===== src/rtl/inst_sram_bridge.sv =====
// Fetch-side bridge from the pipeline PC to an SRAM-like instruction bus.
// Issues one request per PC, buffers the returned word until the pipeline takes it.
module inst_sram_bridge #(
    parameter bit          MAP_KSEG = 1'b1,
    parameter logic [31:0] NOP_WORD = 32'h0
) (
    input  logic        clk,
    input  logic        rst,
    input  logic [31:0] pcF,
    input  logic        fetch_en,
    input  logic        flush,
    output logic [31:0] instrF,
    output logic        instr_valid,
    output logic        fetch_adel,
    output logic        i_stall,
    output logic        inst_req,
    output logic        inst_wr,
    output logic [1:0]  inst_size,
    output logic [31:0] inst_addr,
    output logic [31:0] inst_wdata,
    input  logic        inst_addr_ok,
    input  logic        inst_data_ok,
    input  logic [31:0] inst_rdata,
    output logic [2:0]  dbgState
);

    // Bus handshake: a request is accepted in the cycle where inst_req and
    // inst_addr_ok are both high; inst_addr is held stable until then. The
    // response is the single inst_data_ok pulse that follows acceptance.
    typedef enum logic [2:0] {
        IDLE    = 3'd0,
        REQ     = 3'd1,
        WAIT    = 3'd2,
        DONE    = 3'd3,
        DISCARD = 3'd4
    } fetchState_t;

    fetchState_t state;
    logic [31:0] addrQ;
    logic [31:0] bufQ;
    logic        dropQ;
    logic        adelQ;

    logic [31:0] pcAddr;
    logic        misaligned;

    function automatic logic [31:0] xlate(input logic [31:0] pc);
        if (MAP_KSEG && (pc[31:30] == 2'b10)) begin
            return {3'b000, pc[28:0]};
        end
        return pc;
    endfunction

    assign pcAddr     = xlate(pcF);
    assign misaligned = (pcF[1:0] != 2'b00);

    always_ff @(posedge clk or negedge rst) begin
        if (!rst) begin
            state <= IDLE;
            addrQ <= 32'h0;
            bufQ  <= 32'h0;
            dropQ <= 1'b0;
            adelQ <= 1'b0;
        end else begin
            case (state)
                IDLE: begin
                    addrQ <= pcAddr;
                    if (misaligned) begin
                        adelQ <= 1'b1;
                        state <= DONE;
                    end else if (inst_addr_ok) begin
                        dropQ <= 1'b0;
                        state <= flush ? DISCARD : WAIT;
                    end else begin
                        dropQ <= flush;
                        state <= REQ;
                    end
                end
                REQ: begin
                    if (inst_addr_ok) begin
                        dropQ <= 1'b0;
                        state <= (dropQ || flush) ? DISCARD : WAIT;
                    end else if (flush) begin
                        dropQ <= 1'b1;
                    end
                end
                WAIT: begin
                    if (inst_data_ok) begin
                        if (!flush) begin
                            bufQ  <= inst_rdata;
                            state <= DONE;
                        end else begin
                            state <= IDLE;
                        end
                    end else if (flush) begin
                        state <= DISCARD;
                    end
                end
                DONE: begin
                    if (fetch_en || flush) begin
                        adelQ <= 1'b0;
                        state <= IDLE;
                    end
                end
                DISCARD: begin
                    // The response to an abandoned request still has to drain.
                    if (inst_data_ok) begin
                        state <= IDLE;
                    end
                end
                default: state <= IDLE;
            endcase
        end
    end

    // Reset is async, so state is already IDLE while rst is low; only the
    // IDLE request needs an explicit gate.
    assign inst_req    = rst && (((state == IDLE) && !misaligned) || (state == REQ));
    assign inst_addr   = (state == IDLE) ? pcAddr : addrQ;
    assign inst_wr     = 1'b0;
    assign inst_size   = 2'b10;
    assign inst_wdata  = 32'h0;

    assign instr_valid = (state == DONE);
    assign i_stall     = (state != DONE);
    assign fetch_adel  = (state == DONE) && adelQ;
    assign instrF      = ((state == DONE) && !adelQ) ? bufQ : NOP_WORD;
    assign dbgState    = state;

endmodule


===== config.mk =====
export PLATFORM = sky130hd
export DESIGN_NAME = inst_sram_bridge
export DESIGN_NICKNAME = d
export VERILOG_FILES = /design/src/rtl/inst_sram_bridge.sv
export SDC_FILE = /design/constraint.sdc
export NUM_CORES = 1
export LEC_CHECK = 0
export CAP_MARGIN = 20
export CORE_MARGIN = 5
export CORE_UTILIZATION = 29
export DETAILED_ROUTE_END_ITERATION = 7
export GPL_TIMING_DRIVEN = 0
export PLACE_DENSITY = 0.68
export SLEW_MARGIN = 20
export SYNTH_ARGS = -nofsm -noshare
export SYNTH_HDL_FRONTEND = slang
export SYNTH_SLANG_ARGS = --single-unit
export TNS_END_PERCENT = 1

===== constraint.sdc =====
create_clock -name clk -period 4.8 [get_ports clk]
set_input_delay 0.72 -clock clk [delete_from_list [all_inputs] [get_ports clk]]
set_output_delay 0.72 -clock clk [all_outputs]
set_load 0.005 [all_outputs]

Word level (Yosys, flattened, before mapping)

Index checks and enable logic that the tools add are counted.
Widths: inputs -> output; s select.

Register bits: 69
Input bits: 70
Logic and storage cells: 60

Equal/unequal tests: 13
Mux-type cells: 24
Bitwise logic cells: 1
Reduce and logical (&&, ||, !) cells: 17

Operators with widths:

| operator           | number |
|---|---|
| $mux 32            | 4 |
| $mux 3             | 9 |
| $pmux 3 s5         | 1 |
| $reduce_and 3->1   | 3 |
| $ne 2x2->1 const B | 4 |
| $mux 1             | 7 |
| $eq 3x2->1 const B | 2 |
| $ne 3x3->1 const B | 2 |
| $reduce_bool 2->1  | 3 |
| $logic_and 1x1->1  | 4 |
| $pmux 1 s2         | 2 |
| $reduce_and 4->1   | 1 |
| $eq 3x1->1 const B | 1 |
| $eq 3x3->1 const B | 1 |
| $logic_not 3->1    | 1 |
| $logic_or 1x1->1   | 3 |
| $ne 3x2->1 const B | 1 |
| $eq 2x2->1 const B | 1 |
| $logic_not 1->1    | 2 |
| $mux 2             | 1 |
| $ne 2x1->1 const B | 1 |
| $not 1->1          | 1 |

Logic depth before layout (Yosys ltp)

Gate-level depths: netlist of the first run.

Word-level depth: 5
Depth in mapped cells: 7
Mapped depth without buffers: 4

Worst setup path after synthesis of the first run

Ideal clock, no wire load.

Path kind: flip-flop to output port
Start: register state[0], in the netlist dbgState[0]
End: output inst_addr[26]
Arrival: 1.447 ns
Data required time: 4.080 ns
Path slack: 2.633 ns
Cell stages (with the launch flop): 6
Cells stage by stage: dfrtp_1 > buf_2 > nor3_2 > buf_4 > buf_4 > mux2_1

Longest elaborated chain between the ends: 2

Ends and longest elaborated chain:

| element                  | RTL line | text |
|---|---|---|
| start: declaration       | 38       | `fetchState_t state;` |
| start signal: assignment | 73       | `state <= flush ? DISCARD : WAIT;` |
| start signal: assignment | 82       | `state <= (dropQ \|\| flush) ? DISCARD : WAIT;` |
| $logic_not 3->1          | 119      | `assign inst_addr = (state == IDLE) ? pcAddr : addrQ;` |
| $mux 32                  | -        |  |
| end: declaration         | 19       | `output logic [31:0] inst_addr,` |

Every way passes these cells.

Worst setup path in the final report of the first run

Start: register state[0], in the netlist dbgState[0]
End: output instrF[26]

Longest elaborated chain between the ends: 3

Ends and longest elaborated chain:

| element           | RTL line | text |
|---|---|---|
| $eq 3x2->1        | 127      | `assign instrF = ((state == DONE) && !adelQ) ? bufQ : NOP_WORD;` |
| $logic_and 1x1->1 | 127      |  |
| $mux 32           | 127      |  |
| end: declaration  | 12       | `output logic [31:0] instrF,` |

Every way passes these cells.

==> results.json, run 1 <==
{
  "skew_ns": 0.00626,
  "clock_sinks": 69,
  "startpoint_type": "flip-flop",
  "comb_power_share_pct": 42.6,
  "cts_root_buf": "clkbuf_16",
  "syn2layout_area_growth_pct": 60.5,
  "synth_compound_area_share_pct": 2.88,
  "avgRoutedWirePerCell_microns": 14.4,
  "dpl.hpwl_microns": 6610,
  "layout_common_cells": "139 x clkdlybuf4s50_1, 69 x dfrtp_1, 38 x buf_4",
  "cp_num_buf_inv": 3,
  "grt_pass1_vias": 2709,
  "ys_ff_latch": 69,
  "finalHoldViolations": 0,
  "rsz0062_at_grt": "no",
  "cts_tree": "done",
  "die_x_microns": 118,
  "clock.fmax_ghz": 0.307,
  "yosys_warnings": 0,
  "muxShareOfSynthArea_pct": 24.4,
  "port_buffers": 140,
  "fin_hold_ws_ns": 0.326,
  "synthDistinctLibCells": 32,
  "crit_path_max_fanout": 10,
  "ant_nets": 0,
  "synth_xor_area_share_pct": 0,
  "core_region_area_sq_um": 11400,
  "syn-instance-count": 259,
  "worstSkewPairLatency_ns": 0.33,
  "pre_cts_ws_ns": 1.89,
  "sw_frac_of_total_pct": 27.3,
  "power_switching_mw": 0.816,
  "finalSetupViolations": 0,
  "power_frac_seq_pct": 33.2,
  "numCtsBuffers": 9,
  "cpMaxStageDelayCell": "clkdlybuf4s50_1",
  "required_ns": 4.08,
  "avgViaCountPerCell": 4.13,
  "slew_viol_final": 0,
  "final_nets": 514,
  "post_cts_resized": 0,
  "gp_congestion": 0.714,
  "cap_violations": 0,
  "diodes": 0,
  "postLayoutCellArea_sq_um": 5430,
  "synth_top_cell_by_area": "dfrtp_1",
  "worst-endpoint-arrival_ns": 2.54,
  "power.share.clock_pct": 24.2,
  "placed_cell_area_sq_um": 5100,
  "final_common_cell": "clkdlybuf4s50_1",
  "internal-power_mw": 2.17,
  "fp-row-count": 39,
  "syn_avg_cell_area_sq_um": 13.1,
  "cts_buffer_depth": 2,
  "yosysSeqAreaShare_pct": 51.0,
  "num_vias": 2443,
  "ios": 176,
  "ctsHtreeMaxLevel": 3,
  "fin_crit_sh_pct": 67.9,
  "die_h_microns": 118,
  "cp-end-kind": "output port",
  "antenna_found_initial": 0,
  "drcViolationCount": 0,
  "drtIter0Drc": 60,
  "dieArea_sq_um": 13900,
  "synth_area_leaders": "dfrtp_1 51%, mux2_4 12%, mux2_1 11%",
  "start_util_pct": 29.6,
  "power_density_nw_per_um2": 551,
  "crit_family": "buffers and inverters",
  "firstDrtPassIters": 4,
  "finalWirelength_microns": 8510,
  "clk_pin_slew_ns": 0.06,
  "status": "finished clean",
  "synth_top_family_by_area": "multiplexers",
  "gr-total-overflow": 0,
  "setup_slack_ns": 1.54,
  "synth_top_area_share_pct": 51.0,
  "drive_gt1_share_pct": 20.5,
  "grt_pass1_wl_microns": 14200,
  "grt_max_degree": 38,
  "synth-simple-area-share_pct": 9.87,
  "min_path_type": "in2async",
  "tns_ns": 0,
  "synthAdderAreaFrac_pct": 0,
  "path_cells": "buf_2 > nand3b_1 > nor2_1 > clkbuf_1 > and2_1 > clkdlybuf4s50_1",
  "criticalPathCategory": "reg2out",
  "grt_util_all_layers_pct": 12.5,
  "cts_hold_buf": 0,
  "min_period_ns": 3.26,
  "postCtsSetupBuffers": 0,
  "netlist_area_sq_um": 3380,
  "leakagePower_nw": 2.42,
  "vdd_ir_drop_max_mv": 0.266,
  "cpPeakStageDelay_ns": 0.52
}
==> power groups by stage <==
stage               sequential (mW)  combinational (mW)  clock (mW)
finish                        0.992                1.28       0.723
global route                   1.03                1.39       0.775
floorplan                     0.959               0.673           0
global placement              0.986                1.27           0
CTS                           0.995                1.30       0.740
detailed placement             1.00                1.29           0
==> sequential cells by signal (all words and copies together), names as in the netlist <==
register / flops
addrQ: 32
bufQ: 32
dbgState: 3
adelQ: 1
dropQ: 1
==> logic make-up (layout without fill, tap and decap cells) <==
| logic type | count (synthesis) | in the layout |
|---|---|---|
| simple gates | 56 | 56 |
| compound gates | 15 | 15 |
| mux | 64 | 64 |
| flops | 69 | 69 |
| buf+inv | 53 | 210 |
| other cells | 2 | 35 |
==> cell usage after synthesis (all sizes together) <==
library cell	number
conb	2
nand2	3
nand3b	2
and2	33
nor2b	2
a21oi	2
nand3	2
nand4	1
dfrtp	69
mux2i	1
o31a	1
mux2	63
a2bb2oi	1
nor3	1
nor2	7
buf	44
nor3b	2
a221o	1
nand2b	1
or3b	1
o21ai	9
and3	1
clkbuf	3
inv	6
a221oi	1
==> layout make-up <==
type                            instances  area, sq um
Timing Repair Buffer                  141         1420
Inverter                                6         22.5
Sequential cell                        69         1730
Fill cell                            1053         5990
Buffer                                 47          370
Multi-Input combinational cell        170         1390
Clock inverter                          4         70.1
Clock buffer                           12          256
Tap cell                              143          179
==> routing by layer <==
| metal | up-vias | wire, microns | global-route usage [%] |
|---|---|---|---|
| met4 | 0 | 120 | 4.59 |
| met1 | 1178 | 3440 | 14.7 |
| met2 | 90 | 4370 | 21.4 |
| met3 | 9 | 586 | 3.89 |
| met5 | - | 0 | 0 |
| li1 | 1166 | - | - |
==> worst reg2reg max path, cell delays in order (launching register included) <==
cell     delay (ns)
dfrtp_1        0.38
buf_2          0.19
nor3_2         0.26
buf_4          0.23
buf_4          0.20
mux2_1         0.36
==> through the flow <==
step | power, mW | utilization [%] | instances
after global routing | 3.19 | 47.6 | 592
after detailed placement | 2.29 | 44.7 | 576
after floorplan | 1.63 | - | 292
final | 2.99 | 47.6 | 592
after global placement | 2.25 | 44.6 | 575
after CTS | 3.04 | 47.6 | 592
==> path summary, 6_finish.rpt <==
kind	start	to	slack (ns)	cells past startpoint
worst min-delay path	rst	addrQ[30]	0.33	1
max in group asynchronous	rst	bufQ[14]	3.91	2
min in group clk	bufQ[9]	bufQ[9]	0.48	1
worst max-delay path	dbgState[0]	instrF[26]	1.54	6
worst min register to register	bufQ[9]	bufQ[9]	0.48	1
worst max register to register	dbgState[0]	addrQ[28]	3.05	5
No activity file was read; power rests on OpenSTA's default activity.
==> run 2: changes to the inputs <==
--- a/config.mk
+++ b/config.mk
@@ -10,7 +10,7 @@
 export CORE_UTILIZATION = 29
 export DETAILED_ROUTE_END_ITERATION = 7
 export GPL_TIMING_DRIVEN = 0
-export PLACE_DENSITY = 0.68
+export PLACE_DENSITY = 0.7
 export SLEW_MARGIN = 20
 export SYNTH_ARGS = -nofsm -noshare
 export SYNTH_HDL_FRONTEND = slang
==> constraint.sdc (replaced) <==
create_clock -name clk -period 2.95 [get_ports clk]
set_input_delay 0.4425 -clock clk [delete_from_list [all_inputs] [get_ports clk]]
set_output_delay 0.4425 -clock clk [all_outputs]
set_load 0.005 [all_outputs]
==> run 2 against run 1 <==
  * Core utilization about the same
  * Worst setup slack worse by 1.4 ns
  * Critical path depth unchanged
  * Clock power up 60%
  * Highest routed layer unchanged
  * Sequential power up 62%
  * Global-route usage down 0.45 points
  * Register-to-register slack worse by 1.8 ns
  * Clock skew about the same
==> results.json, run 2 (same netlist as run 1, synthesis figures left out) <==
{
  "path_common_cell": "buf_4",
  "final_core_util_pct": 47.6,
  "power_switching_mw": 1.33,
  "layout_common_cells": "139 x clkdlybuf4s50_1, 69 x dfrtp_1, 38 x buf_4",
  "clock.fmax_ghz": 0.352,
  "worstSkewPairLatency_ns": 0.32,
  "gp_congestion": 0.724,
  "cap_violations": 0,
  "comb_power_share_pct": 42.7,
  "crit_path_max_fanout": 10,
  "cts_tree": "done",
  "syn2layout_area_growth_pct": 60.6,
  "postLayoutCellArea_sq_um": 5430,
  "rsz0062_at_grt": "yes",
  "num_vias": 2423,
  "avgRoutedWirePerCell_microns": 14.3,
  "ant_nets": 0,
  "fin_crit_sh_pct": 96.3,
  "register_area_sq_um": 1730,
  "postCtsSetupBuffers": 0,
  "ctsHtreeMaxLevel": 3,
  "die_h_microns": 118,
  "finalHoldViolations": 0,
  "port_buffers": 140,
  "placed_cell_area_sq_um": 5100,
  "fp-row-count": 39,
  "sw_frac_of_total_pct": 27.6,
  "grt_pass1_wl_microns": 13700,
  "n_fill_cell": 1059,
  "fin_hold_ws_ns": 0.0518,
  "power_frac_seq_pct": 33.3,
  "die_x_microns": 118,
  "min_path_type": "in2async",
  "slew_viol_final": 0,
  "min_period_ns": 2.84,
  "gr-total-overflow": 0,
  "grt_max_degree": 39,
  "ios": 176,
  "reg2reg_depth": 5,
  "cts_buffer_depth": 2,
  "antenna_found_initial": 0,
  "final_common_cell": "clkdlybuf4s50_1",
  "diodes": 0,
  "avgViaCountPerCell": 4.09,
  "internal-power_mw": 3.50,
  "cpMaxStageDelayCell": "clkdlybuf4s50_1",
  "cpPeakStageDelay_ns": 0.47,
  "worst-endpoint-arrival_ns": 2.40,
  "grt_util_all_layers_pct": 12.1,
  "clk_pin_slew_ns": 0.06,
  "skew_ns": 0.00618,
  "criticalPathCategory": "reg2out",
  "rr_endpoint": "addrQ[30]",
  "firstDrtPassIters": 4,
  "drtIter0Drc": 33,
  "vdd_ir_drop_max_mv": 0.420,
  "leakagePower_nw": 2.42,
  "power_density_nw_per_um2": 890,
  "cts_hold_buf": 0,
  "drcViolationCount": 0,
  "cp-startpoint": "dbgState[0]",
  "dieArea_sq_um": 13900,
  "numCtsBuffers": 9,
  "reg2reg_slack_ns": 1.22,
  "finalSetupViolations": 0,
  "cts_root_buf": "clkbuf_16",
  "power.share.clock_pct": 24.0,
  "r2r-start": "dbgState[0]",
  "endpoint": "inst_addr[26]",
  "multi_input_area_sq_um": 1390,
  "core_region_area_sq_um": 11400,
  "total_power_mw": 4.83,
  "cp-end-kind": "output port",
  "dpl.hpwl_microns": 6630,
  "drive_gt1_share_pct": 21.2,
  "path_cells": "buf_2 > nor3_2 > buf_4 > buf_4 > mux2_1 > clkdlybuf4s50_1",
  "finalWirelength_microns": 8440,
  "required_ns": 2.51,
  "clock_sinks": 69,
  "final_nets": 514,
  "grt_pass1_vias": 2658,
  "startpoint_type": "flip-flop",
  "status": "finished clean",
  "start_util_pct": 29.6
}
## run 2: cell types whose count changed in the layout (fill, tap and decap cells not counted)
cell        before  now
clkbuf_1         4    2
clkbuf_8         2    0
clkinv_4         0    2
clkbuf_2         0    1
clkinv_2         2    1
clkinvlp_4       0    1
inv_6            0    1
nor2_1           7    6
nor2_2           0    1
## run 2: metrics by stage
stage	TNS (ns)	instances	worst slack (ns)
after global placement	-67.57	575	-1.55
after detailed placement	0	576	0.266
after floorplan	0	292	1.06
after CTS	0	592	0.0165
after global routing	-1.40	592	-0.0769
final	0	592	0.108
## run 2: how the worst min path moves through the flow
stage	start	endpoint
floorplan	rst	addrQ[0]
global placement	bufQ[12]	bufQ[12]
detailed placement	rst	bufQ[4]
CTS	rst	bufQ[4]
global route	rst	bufQ[4]
finish	rst	bufQ[4]
## run 2: critical path: cells and delay by family, from the launching register on
kind	cells	cell delay, ns
buf+inv	4	1.08
flops	1	0.38
mux	1	0.35
simple gates	1	0.27
## run 2: cell type report
type	count	area share, %
Buffer	47	6.84
Clock buffer	9	4.15
Clock inverter	7	1.82
Inverter	6	0.415
Multi-Input combinational cell	170	25.6
Sequential cell	69	31.8
Tap cell	143	3.29
Timing Repair Buffer	141	26.1
## run 2: what timing repair did
| action | CTS | global route |
|---|---|---|
| endpoints found under the setup margin | 30 | 36 |
| cloned | 0 | 0 |
| gates resized for setup | 1 | 2 |
## run 2: power groups by stage
stage	Sequential, mW	Clock, mW	Combinational, mW
floorplan	1.56	0	1.09
global placement	1.60	0	2.05
detailed placement	1.63	0	2.10
CTS	1.62	1.20	2.11
global route	1.67	1.24	2.25
finish	1.61	1.16	2.06
## run 2: metal layers
metal	wire, microns	vias to the layer above	global-route usage, %	part of all wire, %
li1	-	1166	-	-
met3	704	7	5.38	8.3
met1	3290	1156	13.6	39
met2	4380	94	20.9	52
met5	0	-	0	0
met4	71	0	2.87	0.84
==> run 3: changes to the inputs <==
--- a/config.mk
+++ b/config.mk
@@ -9,8 +9,10 @@
 export CORE_MARGIN = 5
 export CORE_UTILIZATION = 29
 export DETAILED_ROUTE_END_ITERATION = 7
+export DONT_BUFFER_PORTS = 1
 export GPL_TIMING_DRIVEN = 0
-export PLACE_DENSITY = 0.7
+export PLACE_DENSITY = 0.5
+export SETUP_SLACK_MARGIN = 0.2
 export SLEW_MARGIN = 20
 export SYNTH_ARGS = -nofsm -noshare
 export SYNTH_HDL_FRONTEND = slang
==> run 3 against run 2 <==
  * Power down 17%
  * Worst setup slack better by 0.34 ns
  * Register-to-register slack worse by 0.12 ns
  * Core utilization down 12 points
  * Worst hold slack better by 0.15 ns
  * Sequential power about the same
  * Sequential share of layout area up 11 points
  * Clock skew down 0.0014 ns
  * Critical endpoint is now instrF[17]
  * Combinational power down 37%
==> results.json, run 3 (same netlist as run 1, synthesis figures left out) <==
{
  "syn2layout_area_growth_pct": 19.4,
  "finalSetupViolations": 0,
  "min_period_ns": 2.50,
  "drive_gt1_share_pct": 30.0,
  "start_util_pct": 29.6,
  "fin_crit_sh_pct": 84.7,
  "finalHoldViolations": 0,
  "rsz0062_at_grt": "no",
  "vdd_ir_drop_max_mv": 0.423,
  "cp-end-kind": "output port",
  "firstDrtPassIters": 3,
  "ant_nets": 0,
  "ios": 176,
  "fp-row-count": 39,
  "skew_ns": 0.00482,
  "top_usage_layer": "met2",
  "power.share.clock_pct": 27.4,
  "clk_pin_slew_ns": 0.05,
  "power_density_nw_per_um2": 995,
  "clock.fmax_ghz": 0.400,
  "grt_pass1_vias": 2091,
  "status": "finished clean",
  "core_region_area_sq_um": 11400,
  "diodes": 0,
  "cts_buffer_depth": 2,
  "sw_frac_of_total_pct": 29.5,
  "drcViolationCount": 0,
  "n_fill_cell": 1145,
  "num_vias": 1911,
  "gr-total-overflow": 0,
  "grt_util_all_layers_pct": 10.8,
  "numCtsBuffers": 9,
  "cpPeakStageDelay_ns": 0.38,
  "ctsHtreeMaxLevel": 3,
  "clock_sinks": 69,
  "worst-endpoint-arrival_ns": 2.06,
  "antenna_found_initial": 0,
  "tns_ns": 0,
  "cpMaxStageDelayCell": "dfrtp_1",
  "startpoint_type": "flip-flop",
  "criticalPathCategory": "reg2out",
  "grt_pass1_wl_microns": 11800,
  "postCtsSetupBuffers": 0,
  "required_ns": 2.51,
  "die_x_microns": 118,
  "avgViaCountPerCell": 4.22,
  "port_buffers": 0,
  "min_path_type": "in2reg",
  "internal-power_mw": 2.83,
  "gr-usage-met2_pct": 16.9,
  "layout_common_cells": "69 x dfrtp_1, 37 x buf_4, 35 x conb_1",
  "crit_path_max_fanout": 10,
  "dpl.hpwl_microns": 5490,
  "drtIter0Drc": 61,
  "cts_root_buf": "clkbuf_16",
  "worstSkewPairLatency_ns": 0.33,
  "total_power_mw": 4.02,
  "leakagePower_nw": 1.89,
  "final_nets": 375,
  "power_frac_seq_pct": 40.3,
  "slew_viol_final": 0,
  "path_cells": "buf_2 > nand3b_1 > nor2_2 > clkbuf_1 > and2_1",
  "cp_num_buf_inv": 2,
  "use_met1_pct": 12.2,
  "die_h_microns": 118,
  "final_common_cell": "dfrtp_1",
  "gp_congestion": 0.694,
  "grtUsageMet3_pct": 6.10,
  "cts_tree": "done",
  "crit_family": "simple AND/OR/NAND/NOR gates",
  "cap_violations": 0,
  "grt_max_degree": 70,
  "comb_power_share_pct": 32.2,
  "dieArea_sq_um": 13900,
  "power_switching_mw": 1.19,
  "finalWirelength_microns": 7350,
  "avgRoutedWirePerCell_microns": 16.2
}
## run 3: final cells by class
cell class | count | area (sq um) | share of cell area (%)
plain buffers | 47 | 372 | 9.20
clock buffers | 13 | 270 | 6.69
clock inverters | 3 | 42.5 | 1.05
inverters | 6 | 22.5 | 0.557
multi-input cells | 170 | 1390 | 34.4
flip-flops and latches | 69 | 1730 | 42.7
well taps | 143 | 179 | 4.43
repair buffers | 2 | 37.5 | 0.929
## run 3: repair_timing
item	4_1_cts	5_1_grt
endpoints found under the hold margin	69	0
gates resized for setup	1	2
hold buffers	2	0
setup endpoints to repair	10	3
## run 3: worst paths after layout
path                                    to  depth (start not counted)         start  slack [ns]
min in group asynchronous        addrQ[13]                          2           rst        0.66
max in group asynchronous            dropQ                          2           rst        2.00
worst max-delay path            instrF[17]                          5   dbgState[0]        0.45
worst min-delay path                 dropQ                          1  inst_addr_ok        0.20
worst max register to register   addrQ[27]                          5   dbgState[0]        1.10
worst min register to register    bufQ[11]                          1      bufQ[11]        0.47
## run 3: per-layer routing
layer	routed length [microns]	share of wire, %
met5	0	0
met4	108	1.5
met3	761	10
met2	3610	49
met1	2870	39
## run 3: metrics by stage
step                      std cells  setup WS, ns  hold WS, ns  cell area, sq um  utilization [%]
after CTS                       453         0.296        0.185              4040             35.4
after floorplan                 292          1.06        0.147              3510                -
after global routing            453         0.216        0.196              4040             35.4
after global placement          435         0.579        0.149              3690             32.3
after detailed placement        435         0.559        0.148              3690             32.3
final                           453         0.452        0.205              4040             35.4
## run 3: power by group through the flow
stage               combinational [mW]  clock (mW)  sequential [mW]
floorplan                         1.09           0             1.56
global placement                  1.28           0             1.62
detailed placement                1.31           0             1.64
CTS                               1.34        1.15             1.63
global route                      1.44        1.21             1.68
finish                            1.30        1.10             1.62
## run 3: worst reg2reg max path: stages (launching register included)
cell	delay [ns]
dfrtp_1	0.40
buf_2	0.19
nor3_2	0.29
buf_4	0.24
buf_4	0.20
mux2_1	0.38
